`config.mk`:
```
export PLATFORM = sky130hd
export DESIGN_NAME = packet_framer
export DESIGN_NICKNAME = d
export VERILOG_FILES = /design/src/rtl/packet_framer.sv
export SDC_FILE = /design/constraint.sdc
export NUM_CORES = 1
export LEC_CHECK = 0
export CAP_MARGIN = 25
export CORE_UTILIZATION = 25
export CTS_BUF_LIST = sky130_fd_sc_hd__clkbuf_8
export DETAILED_ROUTE_END_ITERATION = 7
export PLACE_DENSITY = 0.4
export SKIP_CTS_REPAIR_TIMING = 1
export SYNTH_ARGS = -nofsm -noshare
export SYNTH_HDL_FRONTEND = slang
export SYNTH_SLANG_ARGS = --single-unit
```
`constraint.sdc`:
```
create_clock -name clk -period 2.9 [get_ports clk]
set_input_delay 0.29 -clock clk [delete_from_list [all_inputs] [get_ports clk]]
set_output_delay 0.29 -clock clk [all_outputs]
set_load 0.02 [all_outputs]
```
`src/rtl/packet_framer.sv`:
```
// ---------------------------------------------------------------------------
// packet_framer
//
// Takes 16-bit sensor samples and sends each one to a byte-wide radio as a
// six-byte frame:
//   PREAMBLE, NODE_ID, seq, sample[15:8], sample[7:0], CHK
// CHK is the XOR of bytes 1..4.
//
// Each byte follows the same handshake. The block pulses `send` with the byte
// on `tx_data`. It then waits for the radio to raise `busy`, and after that
// for `busy` to fall. If `busy` does not rise within TIMEOUT cycles of the
// send pulse, the frame is dropped and `tx_error` pulses.
//
// A one-entry holding buffer sits in front of the framer. While a frame is
// being sent, the next sample can wait in this buffer.
//
// Ports
//   clk           single clock, rising edge
//   rst           synchronous active-high reset
//   enable        permits a new frame to start (sampled only in IDLE)
//   sample_valid  upstream sample offered
//   sample_data   16-bit sample
//   sample_ready  holding buffer can take a sample this cycle
//   send          one-cycle transmit request to the radio
//   tx_data       byte presented to the radio
//   busy          radio is transmitting
//   frame_done    one-cycle pulse when a whole frame has been sent
//   tx_error      one-cycle pulse when busy never rose after a send
//   seq_num       sequence number the next completed frame will carry
// ---------------------------------------------------------------------------
module packet_framer #(
  parameter logic [7:0]  NODE_ID  = 8'h01,
  parameter logic [7:0]  PREAMBLE = 8'hA5,
  parameter int unsigned TIMEOUT  = 16
) (
  input  logic        clk,
  input  logic        rst,
  input  logic        enable,
  input  logic        sample_valid,
  input  logic [15:0] sample_data,
  output logic        sample_ready,
  output logic        send,
  output logic [7:0]  tx_data,
  input  logic        busy,
  output logic        frame_done,
  output logic        tx_error,
  output logic [7:0]  seq_num
);

  // The counter only has to reach TIMEOUT-1, so it needs clog2(TIMEOUT) bits.
  localparam int unsigned CNT_W = (TIMEOUT > 1) ? $clog2(TIMEOUT) : 1;
  localparam logic [CNT_W-1:0] CNT_LAST = CNT_W'(TIMEOUT - 1);
  localparam logic [2:0] LAST_IDX = 3'd5;

  typedef enum logic [2:0] {
    ST_IDLE,
    ST_LOAD,
    ST_ISSUE,
    ST_WAIT_START,
    ST_WAIT_DONE,
    ST_NEXT
  } state_t;

  state_t            state_reg, state_next;
  logic [2:0]        idx_reg, idx_next;
  logic [CNT_W-1:0]  cnt_reg, cnt_next;
  logic [7:0]        tx_data_reg, tx_data_next;
  logic [7:0]        seq_reg, seq_next;
  logic [7:0]        frame_seq_reg, frame_seq_next;
  logic [15:0]       frame_sample_reg, frame_sample_next;
  logic              hold_full_reg, hold_full_next;
  logic [15:0]       hold_data_reg, hold_data_next;
  logic              sample_accept;

  // Selects one byte of the frame.
  // Callers pass the index as a function input rather than a register, so
  // LOAD and NEXT can select the byte that is about to be presented.
  function automatic logic [7:0] frame_byte(
    input logic [2:0]  idx,
    input logic [7:0]  seq,
    input logic [15:0] smp
  );
    logic [7:0] b;
    case (idx)
      3'd0:    b = PREAMBLE;
      3'd1:    b = NODE_ID;
      3'd2:    b = seq;
      3'd3:    b = smp[15:8];
      3'd4:    b = smp[7:0];
      default: b = NODE_ID ^ seq ^ smp[15:8] ^ smp[7:0];
    endcase
    return b;
  endfunction

  // In LOAD the buffer's content moves into the frame register. The slot is
  // therefore free in that cycle, and a sample offered then is taken
  // straight away, which keeps the buffer full without a gap.
  assign sample_ready  = !hold_full_reg || (state_reg == ST_LOAD);
  assign sample_accept = sample_valid && sample_ready;

  assign tx_data = tx_data_reg;
  assign seq_num = seq_reg;

  // Next-state and output logic
  always_comb begin
    state_next        = state_reg;
    idx_next          = idx_reg;
    cnt_next          = cnt_reg;
    tx_data_next      = tx_data_reg;
    seq_next          = seq_reg;
    frame_seq_next    = frame_seq_reg;
    frame_sample_next = frame_sample_reg;
    hold_full_next    = hold_full_reg;
    hold_data_next    = hold_data_reg;
    send              = 1'b0;
    frame_done        = 1'b0;
    tx_error          = 1'b0;

    // Holding buffer
    if (sample_accept) begin
      hold_data_next = sample_data;
      hold_full_next = 1'b1;
    end else if (state_reg == ST_LOAD) begin
      hold_full_next = 1'b0;
    end

    case (state_reg)
      ST_IDLE: begin
        // busy is deliberately ignored here.
        if (enable && hold_full_reg) begin
          state_next = ST_LOAD;
        end
      end

      ST_LOAD: begin
        frame_sample_next = hold_data_reg;
        frame_seq_next    = seq_reg;
        idx_next          = 3'd0;
        tx_data_next      = frame_byte(3'd0, seq_reg, hold_data_reg);
        state_next        = ST_ISSUE;
      end

      ST_ISSUE: begin
        send       = 1'b1;
        cnt_next   = '0;
        state_next = ST_WAIT_START;
      end

      ST_WAIT_START: begin
        if (busy) begin
          state_next = ST_WAIT_DONE;
        end else if (cnt_reg == CNT_LAST) begin
          // The error pulse comes TIMEOUT cycles after the send pulse. The
          // frame is dropped and seq_reg is left unchanged.
          tx_error   = 1'b1;
          cnt_next   = '0;
          idx_next   = 3'd0;
          state_next = ST_IDLE;
        end else begin
          cnt_next = cnt_reg + 1'b1;
        end
      end

      ST_WAIT_DONE: begin
        // No timeout here: the radio decides how long a byte takes.
        if (!busy) begin
          state_next = ST_NEXT;
        end
      end

      ST_NEXT: begin
        if (idx_reg == LAST_IDX) begin
          frame_done = 1'b1;
          seq_next   = seq_reg + 8'd1;   // wraps FF -> 00 naturally
          idx_next   = 3'd0;
          state_next = ST_IDLE;
        end else begin
          idx_next     = idx_reg + 3'd1;
          tx_data_next = frame_byte(idx_reg + 3'd1, frame_seq_reg,
                                    frame_sample_reg);
          state_next   = ST_ISSUE;
        end
      end

      default: begin
        state_next = ST_IDLE;
      end
    endcase
  end

  // State registers
  always_ff @(posedge clk) begin
    if (rst) begin
      state_reg        <= ST_IDLE;
      idx_reg          <= 3'd0;
      cnt_reg          <= '0;
      tx_data_reg      <= 8'h00;
      seq_reg          <= 8'h00;
      frame_seq_reg    <= 8'h00;
      frame_sample_reg <= 16'h0000;
      hold_full_reg    <= 1'b0;
      hold_data_reg    <= 16'h0000;
    end else begin
      state_reg        <= state_next;
      idx_reg          <= idx_next;
      cnt_reg          <= cnt_next;
      tx_data_reg      <= tx_data_next;
      seq_reg          <= seq_next;
      frame_seq_reg    <= frame_seq_next;
      frame_sample_reg <= frame_sample_next;
      hold_full_reg    <= hold_full_next;
      hold_data_reg    <= hold_data_next;
    end
  end

endmodule

```
==> impl_metrics.csv <==
group,metric,value,unit
synth,avgSynthCellArea,8.66,µm²
timing,setup_tns,0,ns
global_routing,grtUsageTotal,13.1,%
synth,synthCells,352,
floorplanning,core-area,11700,µm²
setup_path,end_kind,"output port",
floorplanning,dieArea,12600,µm²
clock_tree,cts_max_level,3,
drt,ant_nets,0,
synth,ys_top_cells_by_area,"dfxtp_1, nand2_1, xnor2_1, a21oi_1, mux2i_1",
pwr,p_leak,0.00132,µW
synth,synth_nets,377,
finish,final_cells,534,
synth,yosys-top-cells-count,"nand2_1, dfxtp_1, nor2_1",
floorplanning,num_io_pins,41,
setup_path,worst-path-max-fanout,13,
timing,slew_violations,0,
finish,multi_input_area,1570,µm²
finish,fillers,1244,
synth,async_flop_share,0,%
timing,tightest_slew,0.725,ns
drt,vias,2505,
pwr,peakVddDrop,220,µV
setup_path,path_cells,"nand4b_4, nor2_1, clkdlybuf4s50_1",
placed_design,place.gp.congestion,0.732,
finish,num_antenna_cells,0,
floorplanning,rows,39,
drt,post_drt_wl_per_cell,14.6,µm
global_routing,grt_max_degree,32,
clock_tree,cts.sink_count,67,
timing,fin_skew,0.00958,ns
pwr,p_per_area,539,nW/µm²
finish,fin_nets,412,
timing,final.period_utilization,85.1,%
setup_path,crit_arrival,2.18,ns
global_routing,grt_pass1_wl,12700,µm
drt,viasPerCell,4.69,
placed_design,dp_hpwl,5480,µm
placed_design,placed_cells,519,
synth,synth_edf_count,0,
clock_tree,clkTransAtPathRegs,0.08,ns
finish,drive_above_1_share,6.91,%
timing,relSlewSlack,51.5,%
finish,post-route-util,32.3,%
floorplanning,die_w,112,µm
global_routing,grt_pass1_vias,2375,
synth,synth-seq-cells,67,
drt,drtIter0Drc,79,
synth,yosysMostFrequentCell,"nand2_1",
finish,regArea,1340,µm²
timing,hold_viol_final,0,
clock_tree,cts_tree,"done",
timing,rsz0062_at_grt,"false",
pwr,power,2030,µW
timing,whs,0.449,ns
clock_tree,cts_buffer_depth,2,
global_routing,antenna_found_initial,0,
setup_path,worstPathRequired,2.61,ns
floorplanning,die_y,112,µm
worst_hold_path,hp-class,"in2reg",
placed_design,port_buffers,40,
drt,wl,7780,µm
clock_tree,cts_buffers,9,
timing,period_needed,2.47,ns
clock_tree,cts-root-buf,"clkbuf_8",
setup_path,start_kind,"flop",
setup_path,max_stage_delay,0.67,ns
synth,yosysUniqueCellTypes,48,
synth,ys_warn_count,0,
floorplanning,initial_core_util,26.1,%
status,outcome,"finished clean",
timing,max_freq,0.405,GHz
synth,synth_top_area_share,44.0,%
job,maxCapViolations,0,
synth,ys_seq_area_share,44.0,%
setup_path,crit_path_top_delay_cell,"dfxtp_1",
setup_path,crit_type,"reg2out",
clock_tree,worstSkewPairLatency,0.36,ns
synth,yosys.area.top_type,"dfxtp_1",
finish,areaGrowthSynthToFinish,23.5,%
drt,firstDrtPassIters,4,
synth,synth_flop_cell,"dfxtp_1",
global_routing,overflow,0,
synth,synthesis.area,3050,µm²
timing,setup_viol,0,
drt,drc_errors,0,
==> report_power, final <==
part           internal, µW  total (µW)  leakage [µW]  switching (µW)
Combinational          78.0         167      0.000663            89.0
Clock                   509         895      0.000109             386
Sequential              945         968      0.000543            23.1
Total                  1530        2030       0.00132             498
==> metal layers <==
metal / share of wire [%] / GRT usage (%) / vias to the layer above
met5: 0 / 0 / -
met4: 1.9 / 6.22 / 0
met3: 4.6 / 3.13 / 13
met2: 42 / 18.7 / 54
met1: 51 / 18.4 / 1141
li1: - / - / 1297
==> path summary, 6_finish.rpt <==
kind | start | endpoint | slack, ns | cells past startpoint
worst min register to register | hold_data_reg[4] | frame_sample_reg[4] | 0.45 | 2
worst max-delay path | state_reg[2] | frame_done | 0.43 | 3
worst max register to register | idx_reg[0] | tx_data[6] | 0.66 | 7
worst min-delay path | rst | seq_num[2] | 0.45 | 2
==> layout by cell type (no fill, tap or decap), drive strengths merged, types with 2 or more instances in the layout <==
master / count
nand4b: 3
buf: 5
nor2: 39
o21ai: 7
or3: 3
clkbuf: 10
a211oi: 3
nor3: 6
nor2b: 2
nand3: 4
dfxtp: 67
a22oi: 2
clkdlybuf4s50: 39
mux2i: 16
o31ai: 2
nand2b: 3
a32o: 4
nor3b: 2
bufinv: 2
ha: 4
a21oi: 34
a32oi: 2
a221oi: 8
and2: 2
a222oi: 3
and2b: 2
nand2: 71
xnor2: 21
inv: 9
a311oi: 4
==> critical path: cells and delay by family, from the launching register on <==
family / cells / cell delay (ns)
and+or+nand+nor: 2 / 0.50
buffers and inverters: 1 / 0.65
DFF: 1 / 0.67
==> kinds of logic (layout without fill, tap and decap cells) <==
group,Yosys count,in the layout,share of synthesized area [%]
compound gates,74,74,17.0
xor+xnor,22,22,6.32
fa+ha+maj,4,4,1.64
buf+inv,27,66,4.51
flops,67,67,44.0
mux,16,16,5.25
simple gates,142,142,21.3
==> final cells by class <==
| cell class | instances | share of cell area, % |
|---|---|---|
| multi-input combinational | 258 | 41.7 |
| sequential | 67 | 35.6 |
| timing repair buffer | 44 | 11.3 |
| tap | 143 | 4.75 |
| clock buffer | 10 | 3.66 |
| clock inverter | 5 | 2.26 |
| inverter | 7 | 0.698 |
==> stage by stage <==
stage / instance area [µm²] / setup slack (ns)
after global placement: 3540 / 0.752
after CTS: 3760 / 0.406
after detailed placement: 3540 / 0.700
after floorplan: 3050 / 1.06
after global routing: 3760 / 0.307
final: 3760 / 0.433
Note: power is estimated with default switching activity, not from simulation.
